File: src/rtl/pipeline_ctrl_pkg.sv
// rtl/pipeline_ctrl_pkg.sv - shared core state type and sizing helpers
// Purpose: state_t used by the core sequencer and its neighbours, the default
//          register-address width, and the counter-width helper.
// Ports:   none (package).
package pipeline_ctrl_pkg;

   typedef enum logic [1:0] {
      OFF   = 2'b00,
      ON    = 2'b01,
      STALL = 2'b10,
      FLUSH = 2'b11
   } state_t;

   localparam int REG_ADDR_W = 5;

   // Wide enough to hold the larger terminal count; terminal compares prevent wrap.
   function automatic int cnt_w(input int a, input int b);
      return $clog2((a > b) ? a : b) + 1;
   endfunction

endpackage

File: src/rtl/pipeline_ctrl_if.sv
// rtl/pipeline_ctrl_if.sv - control bundle between the sequencer and the pipeline
// Purpose: groups the sequencer's inputs (power, decode/EX register fields,
//          branch outcome) and its outputs (PC/IF-ID enables, squashes, state).
// Ports (slave = sequencer view):
//   in : power, id_rs1, id_rs2, ex_rd, ex_mem_read, br_taken
//   out: pc_en, if_id_en, if_id_flush, id_ex_flush, state, core_ready
//   out: perf_stall, perf_flush (only when PIPE_CTRL_PERF_EN is defined)
interface pipeline_ctrl_if import pipeline_ctrl_pkg::*; #(
   parameter int ADDR_W = REG_ADDR_W
);
   logic              power;
   logic [ADDR_W-1:0] id_rs1;
   logic [ADDR_W-1:0] id_rs2;
   logic [ADDR_W-1:0] ex_rd;
   logic              ex_mem_read;
   logic              br_taken;
   logic              pc_en;
   logic              if_id_en;
   logic              if_id_flush;
   logic              id_ex_flush;
   state_t            state;
   logic              core_ready;
`ifdef PIPE_CTRL_PERF_EN
   logic [31:0]       perf_stall;
   logic [31:0]       perf_flush;
`endif

   modport slave (
      input  power, id_rs1, id_rs2, ex_rd, ex_mem_read, br_taken,
      output pc_en, if_id_en, if_id_flush, id_ex_flush, state, core_ready
`ifdef PIPE_CTRL_PERF_EN
      , output perf_stall, perf_flush
`endif
   );

   modport master (
      output power, id_rs1, id_rs2, ex_rd, ex_mem_read, br_taken,
      input  pc_en, if_id_en, if_id_flush, id_ex_flush, state, core_ready
`ifdef PIPE_CTRL_PERF_EN
      , input perf_stall, perf_flush
`endif
   );

endinterface

File: src/rtl/pipeline_ctrl_hazard_detect.sv
// rtl/pipeline_ctrl_hazard_detect.sv - load-use hazard compare
// Purpose: flags a load in EX whose destination is read by the instruction in decode.
// Ports:
//   id_rs1, id_rs2 in  source registers of the decode instruction
//   ex_rd          in  destination register of the EX instruction
//   ex_mem_read    in  EX instruction is a load
//   hazard         out stall required
module hazard_detect #(
   parameter int ADDR_W = 5
) (
   input  logic [ADDR_W-1:0] id_rs1,
   input  logic [ADDR_W-1:0] id_rs2,
   input  logic [ADDR_W-1:0] ex_rd,
   input  logic              ex_mem_read,
   output logic              hazard
);

   // x0 is hard-wired zero, so a load targeting it never creates a dependency.
   assign hazard = ex_mem_read && (ex_rd != '0) &&
                   ((ex_rd == id_rs1) || (ex_rd == id_rs2));

endmodule

File: src/rtl/pipeline_ctrl.sv
// rtl/pipeline_ctrl.sv - RV32I 5-stage core sequencer (OFF/ON/STALL/FLUSH)
// Purpose: owns the core state machine and decodes PC enable, IF/ID enable and
//          the IF/ID and ID/EX squash controls from power, load-use hazards and
//          taken branches. Outputs are combinational from state and inputs.
// Ports:
//   clk  in  core clock, rising edge
//   rst  in  asynchronous, active-high reset
//   bus  pipeline_ctrl_if.slave (see rtl/pipeline_ctrl_if.sv)
// Configuration: PIPE_CTRL_PERF_EN adds perf_stall / perf_flush event counters.
module pipeline_ctrl #(
   parameter int PWRUP_CYCLES = 4,
   parameter int FLUSH_CYCLES = 2,
   parameter int REG_ADDR_W   = 5
) (
   input  logic           clk,
   input  logic           rst,
   pipeline_ctrl_if.slave bus
);
   import pipeline_ctrl_pkg::*;

   localparam int CNT_W = cnt_w(PWRUP_CYCLES, FLUSH_CYCLES);
   localparam logic [CNT_W-1:0] PWR_LAST   = CNT_W'(PWRUP_CYCLES - 1);
   localparam logic [CNT_W-1:0] FLUSH_LAST = CNT_W'(FLUSH_CYCLES - 1);

   state_t           state_q, state_d;
   logic [CNT_W-1:0] pwr_cnt, pwr_cnt_d;
   logic [CNT_W-1:0] flush_cnt, flush_cnt_d;
   logic             core_ready_q;
   logic             hazard;
   logic             pc_en, if_id_en, if_id_flush, id_ex_flush;

   hazard_detect #(.ADDR_W(REG_ADDR_W)) u_hazard (
      .id_rs1      (bus.id_rs1),
      .id_rs2      (bus.id_rs2),
      .ex_rd       (bus.ex_rd),
      .ex_mem_read (bus.ex_mem_read),
      .hazard      (hazard)
   );

   always_comb begin
      state_d     = state_q;
      pwr_cnt_d   = pwr_cnt;
      flush_cnt_d = flush_cnt;
      pc_en       = 1'b0;
      if_id_en    = 1'b0;
      if_id_flush = 1'b1;
      id_ex_flush = 1'b1;
      case (state_q)
         OFF: begin
            if (!bus.power) begin
               pwr_cnt_d = '0;
            end else if (pwr_cnt == PWR_LAST) begin
               state_d   = ON;
               pwr_cnt_d = '0;
            end else begin
               pwr_cnt_d = pwr_cnt + 1'b1;
            end
         end
         ON, STALL: begin
            if (!bus.power) begin
               state_d     = OFF;
               pwr_cnt_d   = '0;
               flush_cnt_d = '0;
            end else if (bus.br_taken) begin
               // A branch beats a hazard: the hazarding instruction is wrong-path.
               pc_en    = 1'b1;
               if_id_en = 1'b1;
               if (FLUSH_CYCLES > 1) begin
                  state_d     = FLUSH;
                  flush_cnt_d = CNT_W'(1);
               end else begin
                  state_d = ON;
               end
            end else if (state_q == ON && hazard) begin
               // Hold PC and IF/ID, bubble ID/EX; STALL never re-checks the hazard.
               if_id_flush = 1'b0;
               state_d     = STALL;
            end else begin
               pc_en       = 1'b1;
               if_id_en    = 1'b1;
               if_id_flush = 1'b0;
               id_ex_flush = 1'b0;
               state_d     = ON;
            end
         end
         FLUSH: begin
            if (!bus.power) begin
               state_d     = OFF;
               pwr_cnt_d   = '0;
               flush_cnt_d = '0;
            end else begin
               pc_en    = 1'b1;
               if_id_en = 1'b1;
               if (flush_cnt == FLUSH_LAST) begin
                  state_d     = ON;
                  flush_cnt_d = '0;
               end else begin
                  flush_cnt_d = flush_cnt + 1'b1;
               end
            end
         end
         default: begin
            state_d     = OFF;
            pwr_cnt_d   = '0;
            flush_cnt_d = '0;
         end
      endcase
   end

   always_ff @(posedge clk or posedge rst) begin
      if (rst) begin
         state_q      <= OFF;
         pwr_cnt      <= '0;
         flush_cnt    <= '0;
         core_ready_q <= 1'b0;
      end else begin
         state_q      <= state_d;
         pwr_cnt      <= pwr_cnt_d;
         flush_cnt    <= flush_cnt_d;
         core_ready_q <= (state_d != OFF);
      end
   end

   assign bus.pc_en       = pc_en;
   assign bus.if_id_en    = if_id_en;
   assign bus.if_id_flush = if_id_flush;
   assign bus.id_ex_flush = id_ex_flush;
   assign bus.state       = state_q;
   assign bus.core_ready  = core_ready_q;

`ifdef PIPE_CTRL_PERF_EN
   logic [31:0] perf_stall_q, perf_flush_q;
   logic        stall_evt;

   assign stall_evt = (state_q == ON) && bus.power && !bus.br_taken && hazard;

   always_ff @(posedge clk or posedge rst) begin
      if (rst) begin
         perf_stall_q <= '0;
         perf_flush_q <= '0;
      end else begin
         if (stall_evt)
            perf_stall_q <= perf_stall_q + 32'd1;
         if (if_id_flush && state_q != OFF)
            perf_flush_q <= perf_flush_q + 32'd1;
      end
   end

   assign bus.perf_stall = perf_stall_q;
   assign bus.perf_flush = perf_flush_q;
`endif

endmodule
File: src/flat_wrapper.sv
// flat-port wrapper written by rule: the top's interface ports become plain ports
module pipeline_ctrl_flat import pipeline_ctrl_pkg::*;
#(
   parameter int PWRUP_CYCLES = 4,
   parameter int FLUSH_CYCLES = 2,
   parameter int REG_ADDR_W   = 5
)
  (clk, rst, bus_power, bus_id_rs1, bus_id_rs2, bus_ex_rd, bus_ex_mem_read, bus_br_taken, bus_pc_en, bus_if_id_en, bus_if_id_flush, bus_id_ex_flush, bus_state, bus_core_ready);
  pipeline_ctrl_if bus_i ();
  input  logic clk;
  input  logic rst;
  input wire logic [$bits(bus_i.power)-1:0] bus_power;
  input wire logic [$bits(bus_i.id_rs1)-1:0] bus_id_rs1;
  input wire logic [$bits(bus_i.id_rs2)-1:0] bus_id_rs2;
  input wire logic [$bits(bus_i.ex_rd)-1:0] bus_ex_rd;
  input wire logic [$bits(bus_i.ex_mem_read)-1:0] bus_ex_mem_read;
  input wire logic [$bits(bus_i.br_taken)-1:0] bus_br_taken;
  output wire logic [$bits(bus_i.pc_en)-1:0] bus_pc_en;
  output wire logic [$bits(bus_i.if_id_en)-1:0] bus_if_id_en;
  output wire logic [$bits(bus_i.if_id_flush)-1:0] bus_if_id_flush;
  output wire logic [$bits(bus_i.id_ex_flush)-1:0] bus_id_ex_flush;
  output wire logic [$bits(bus_i.state)-1:0] bus_state;
  output wire logic [$bits(bus_i.core_ready)-1:0] bus_core_ready;
  assign bus_i.power = bus_power;
  assign bus_i.id_rs1 = bus_id_rs1;
  assign bus_i.id_rs2 = bus_id_rs2;
  assign bus_i.ex_rd = bus_ex_rd;
  assign bus_i.ex_mem_read = bus_ex_mem_read;
  assign bus_i.br_taken = bus_br_taken;
  assign bus_pc_en = bus_i.pc_en;
  assign bus_if_id_en = bus_i.if_id_en;
  assign bus_if_id_flush = bus_i.if_id_flush;
  assign bus_id_ex_flush = bus_i.id_ex_flush;
  assign bus_state = bus_i.state;
  assign bus_core_ready = bus_i.core_ready;
  pipeline_ctrl #(.PWRUP_CYCLES(PWRUP_CYCLES), .FLUSH_CYCLES(FLUSH_CYCLES), .REG_ADDR_W(REG_ADDR_W)) u_core (.clk(clk), .rst(rst), .bus(bus_i));
endmodule
File: config.mk
export PLATFORM = sky130hd
export DESIGN_NAME = pipeline_ctrl_flat
export DESIGN_NICKNAME = d
export VERILOG_FILES = /design/src/rtl/pipeline_ctrl_pkg.sv /design/src/rtl/pipeline_ctrl_if.sv /design/src/rtl/pipeline_ctrl_hazard_detect.sv /design/src/rtl/pipeline_ctrl.sv /design/src/flat_wrapper.sv
export SDC_FILE = /design/constraint.sdc
export NUM_CORES = 1
export LEC_CHECK = 0
export CORE_MARGIN = 10
export CORE_UTILIZATION = 30
export CTS_CLUSTER_SIZE = 14
export DETAILED_ROUTE_END_ITERATION = 6
export PLACE_DENSITY_LB_ADDON = 0.08
export SYNTH_ARGS = -nofsm -noshare
export SYNTH_HDL_FRONTEND = slang
export SYNTH_SLANG_ARGS = --single-unit
File: constraint.sdc
create_clock -name clk -period 3.3 [get_ports clk]
set_input_delay 0.66 -clock clk [delete_from_list [all_inputs] [get_ports clk]]
set_output_delay 0.66 -clock clk [all_outputs]
set_load 0.02 [all_outputs]
==> results_dict.tcl <==
set metrics [dict create \
    status "completed" \
    yosysTopAreaCell "dfrtp_1" \
    finalCriticalPeriod_ns 3.142 \
    final.setup_skew_ns 0.007036 \
    grt_max_degree 13 \
    synth_edf_count 0 \
    fin_area_um2 1046 \
    area_growth_pct 48.49 \
    gp_congestion 0.7358 \
    yosysSeqAreaShare_pct 31.97 \
    cp-end-kind "output port" \
    antenna_found_initial 0 \
    drt_first_pass_iters 4 \
    cts_tree "yes" \
    grt_pass1_wl_um 3049 \
    clk_pin_slew_ns 0.06 \
    setup_viol 0 \
    grt_pass1_vias 656 \
    io_pins 27 \
    ys_types 29 \
    slew_viol_final 0 \
    die_w_um 68.46 \
    crit_chain "clkdlybuf4s50_1, or3_1, o311a_1, nand2_2, nand2b_1, clkdlybuf4s50_1" \
    synthFlopType "dfrtp_1" \
    avgSynthCellArea_um2 8.591 \
    die_h_um 68.46 \
    fp.dieArea_um2 4686 \
    wl_per_cell_um 13.08 \
    peakVddDrop_v 0.0002675 \
    max_stage_delay_ns 0.54 \
    hp-class "register to register" \
    drc 0 \
    cts_buffer_depth 2 \
    cp_max_fo 3 \
    top_layer "met3" \
    overflow 0 \
    critPathKind "input port to output port" \
    nNetsFinal 138 \
    nFillCells 230 \
    synthMuxAreaShare_pct 1.421 \
    dr_wl_met2_um 809 \
    num_vias 648 \
    dp_hpwl_um 1560 \
    rsz0062_at_grt "false" \
    timing.critical_path.mode_cell "clkdlybuf4s50_1" \
    syn-instance-count 82 \
    initial_core_util_pct 31.54 \
    worst_pin_slew_ns 0.3570 \
    grt_usage_pct 8.226 \
    drt_iter0_drc 13 \
    drive_above_1_share_pct 10.62 \
    synth-simple-area-share_pct 22.02 \
    cp.arrival_ns 2.48 \
    synthAdderAreaFrac_pct 7.105 \
    yosys-top-cells-count "xnor2_1 (10), dfrtp_1 (9), nand2_1 (9), o21ai_0 (7)" \
    htree_num_levels 1 \
    async_reset_ff_share_pct 100.0 \
    port_buffers 26 \
    power_density_nw_per_um2 478.8 \
    synth_top_area_share_pct 31.97 \
    syn-cell-area_um2 704.4 \
    synth_top_family_by_area "simple AND/OR/NAND/NOR gates" \
    coreArea_um2 2233 \
    worst_skew_pair.late_latency_ns 0.25 \
    fp-row-count 17 \
    cts.sinks 9 \
    slew_headroom_pct 75.95 \
    power_mw 0.5009 \
    setup_tns_ns 0 \
    startpoint_type "input port" \
    post-route-period-util_pct 95.23 \
    ant_nets 0 \
    routed-wl-met3_um 74 \
    drv_cap 0 \
    syn_nets 106 \
    routed_wl_um 1844 \
    synth_seq_cells 9 \
    synthTopCellsByArea "dfrtp_1 (32%), xnor2_1 (12%), ha_1 (7.1%)" \
    ys_warn_count 0 \
    cp_slowest_cell "clkdlybuf4s50_1" \
    placed_area_um2 1015 \
    cts-hold-fix-buffers 0 \
    cts_root_buf "clkbuf_4" \
    vias_per_cell 4.596 \
    wl_met1_um 960 \
    cp.required_ns 2.64 \
    synth_compound_area_share_pct 21.31 \
    hold_viol 0 \
    synth_most_common_cell "xnor2_1" \
    max_freq_mhz 318.2 \
    synth_xor_area_share_pct 12.43 \
    antenna_cells 0 \
    final_util_pct 46.83 \
    numCtsBuffers 3 \
    cellLeakagePower_nw 0.4428 \
]
-- worst paths after layout --
check,start,to,slack (ns),cells after the start
max in group asynchronous,rst,u_core.flush_cnt[2],2.38,2
min,u_core.pwr_cnt[2],u_core.pwr_cnt[2],0.51,2
min reg2reg,u_core.pwr_cnt[2],u_core.pwr_cnt[2],0.51,2
min in group asynchronous,rst,u_core.bus.state[1],0.66,2
max,bus_ex_rd[0],bus_id_ex_flush,0.16,6
max reg2reg,u_core.bus.state[1],u_core.flush_cnt[1],1.55,7
-- state kept, by name (all words and copies together), names as in the netlist --
name                   count
u_core.flush_cnt           3
u_core.bus.state           2
u_core.bus.core_ready      1
u_core.pwr_cnt             3
-- critical path: cells and delay by family --
| family | cells | cell delay (ns) |
|---|---|---|
| AOI/OAI and AO/OA | 1 | 0.32 |
| buffers and inverters | 2 | 0.99 |
| and+or+nand+nor | 3 | 0.51 |
-- layer usage --
layer / vias to the layer above / GRT usage, %
met3: 0 / 1.958
met1: 284 / 11.38
met5: - / 0
met4: 0 / 2.261
li1: 351 / -
met2: 13 / 12.33
-- logic make-up (layout without fill, tap and decap cells) --
| family | Yosys count | after routing |
|---|---|---|
| DFF | 9 | 9 |
| AOI/OAI and AO/OA | 22 | 22 |
| xor gates and xnor gates | 10 | 10 |
| adders and majority gates | 4 | 4 |
| buffers and inverters | 6 | 37 |
| and+or+nand+nor | 30 | 30 |
| muxes | 1 | 1 |
-- layout by cell type (no fill, tap or decap), types with 2 or more instances in the layout --
cell type        netlist  final
a21boi_0               2      2
a21oi_1                5      5
buf_4                  1      4
clkbuf_4               0      3
clkdlybuf4s50_1        0     24
dfrtp_1                9      9
dlymetal6s2s_1         0      2
ha_1                   4      4
inv_1                  3      3
nand2_1                9      9
nand2b_1               5      5
nand3_1                4      4
nor2_1                 4      4
nor3b_1                2      2
o21ai_0                7      7
xnor2_1               10     10
-- layout make-up --
class / instances / area, µm² / share of cell area [%]
multi-input combinational: 67 / 452.9 / 43.30
timing repair buffer: 30 / 295.3 / 28.23
sequential: 9 / 225.2 / 21.53
tap: 28 / 35.03 / 3.349
clock buffer: 4 / 26.28 / 2.512
inverter: 3 / 11.26 / 1.077
-- report_power, final --
group          internal (mW)  switching (mW)
logic                  0.128           0.128
registers              0.136          0.0256
clock network         0.0464          0.0361
-- metrics by stage --
| step | hold WS (ns) | cells | worst slack [ns] |
|---|---|---|---|
| global placement | 0.4928 | 137 | 0.01701 |
| floorplan | 0.4798 | 82 | 0.8836 |
| finish | 0.5079 | 141 | 0.1575 |
| CTS | 0.5072 | 141 | 0.006043 |
| global route | 0.5296 | 141 | 0.06618 |
| detailed placement | 0.4985 | 137 | 0.01183 |
-- what timing repair did --
action | 4_1_cts | 5_1_grt
resized for setup | 0 | 2
buffers inserted | 0 | 0
endpoints found under the setup margin | 0 | 2
(Power assumes the default switching activity.)
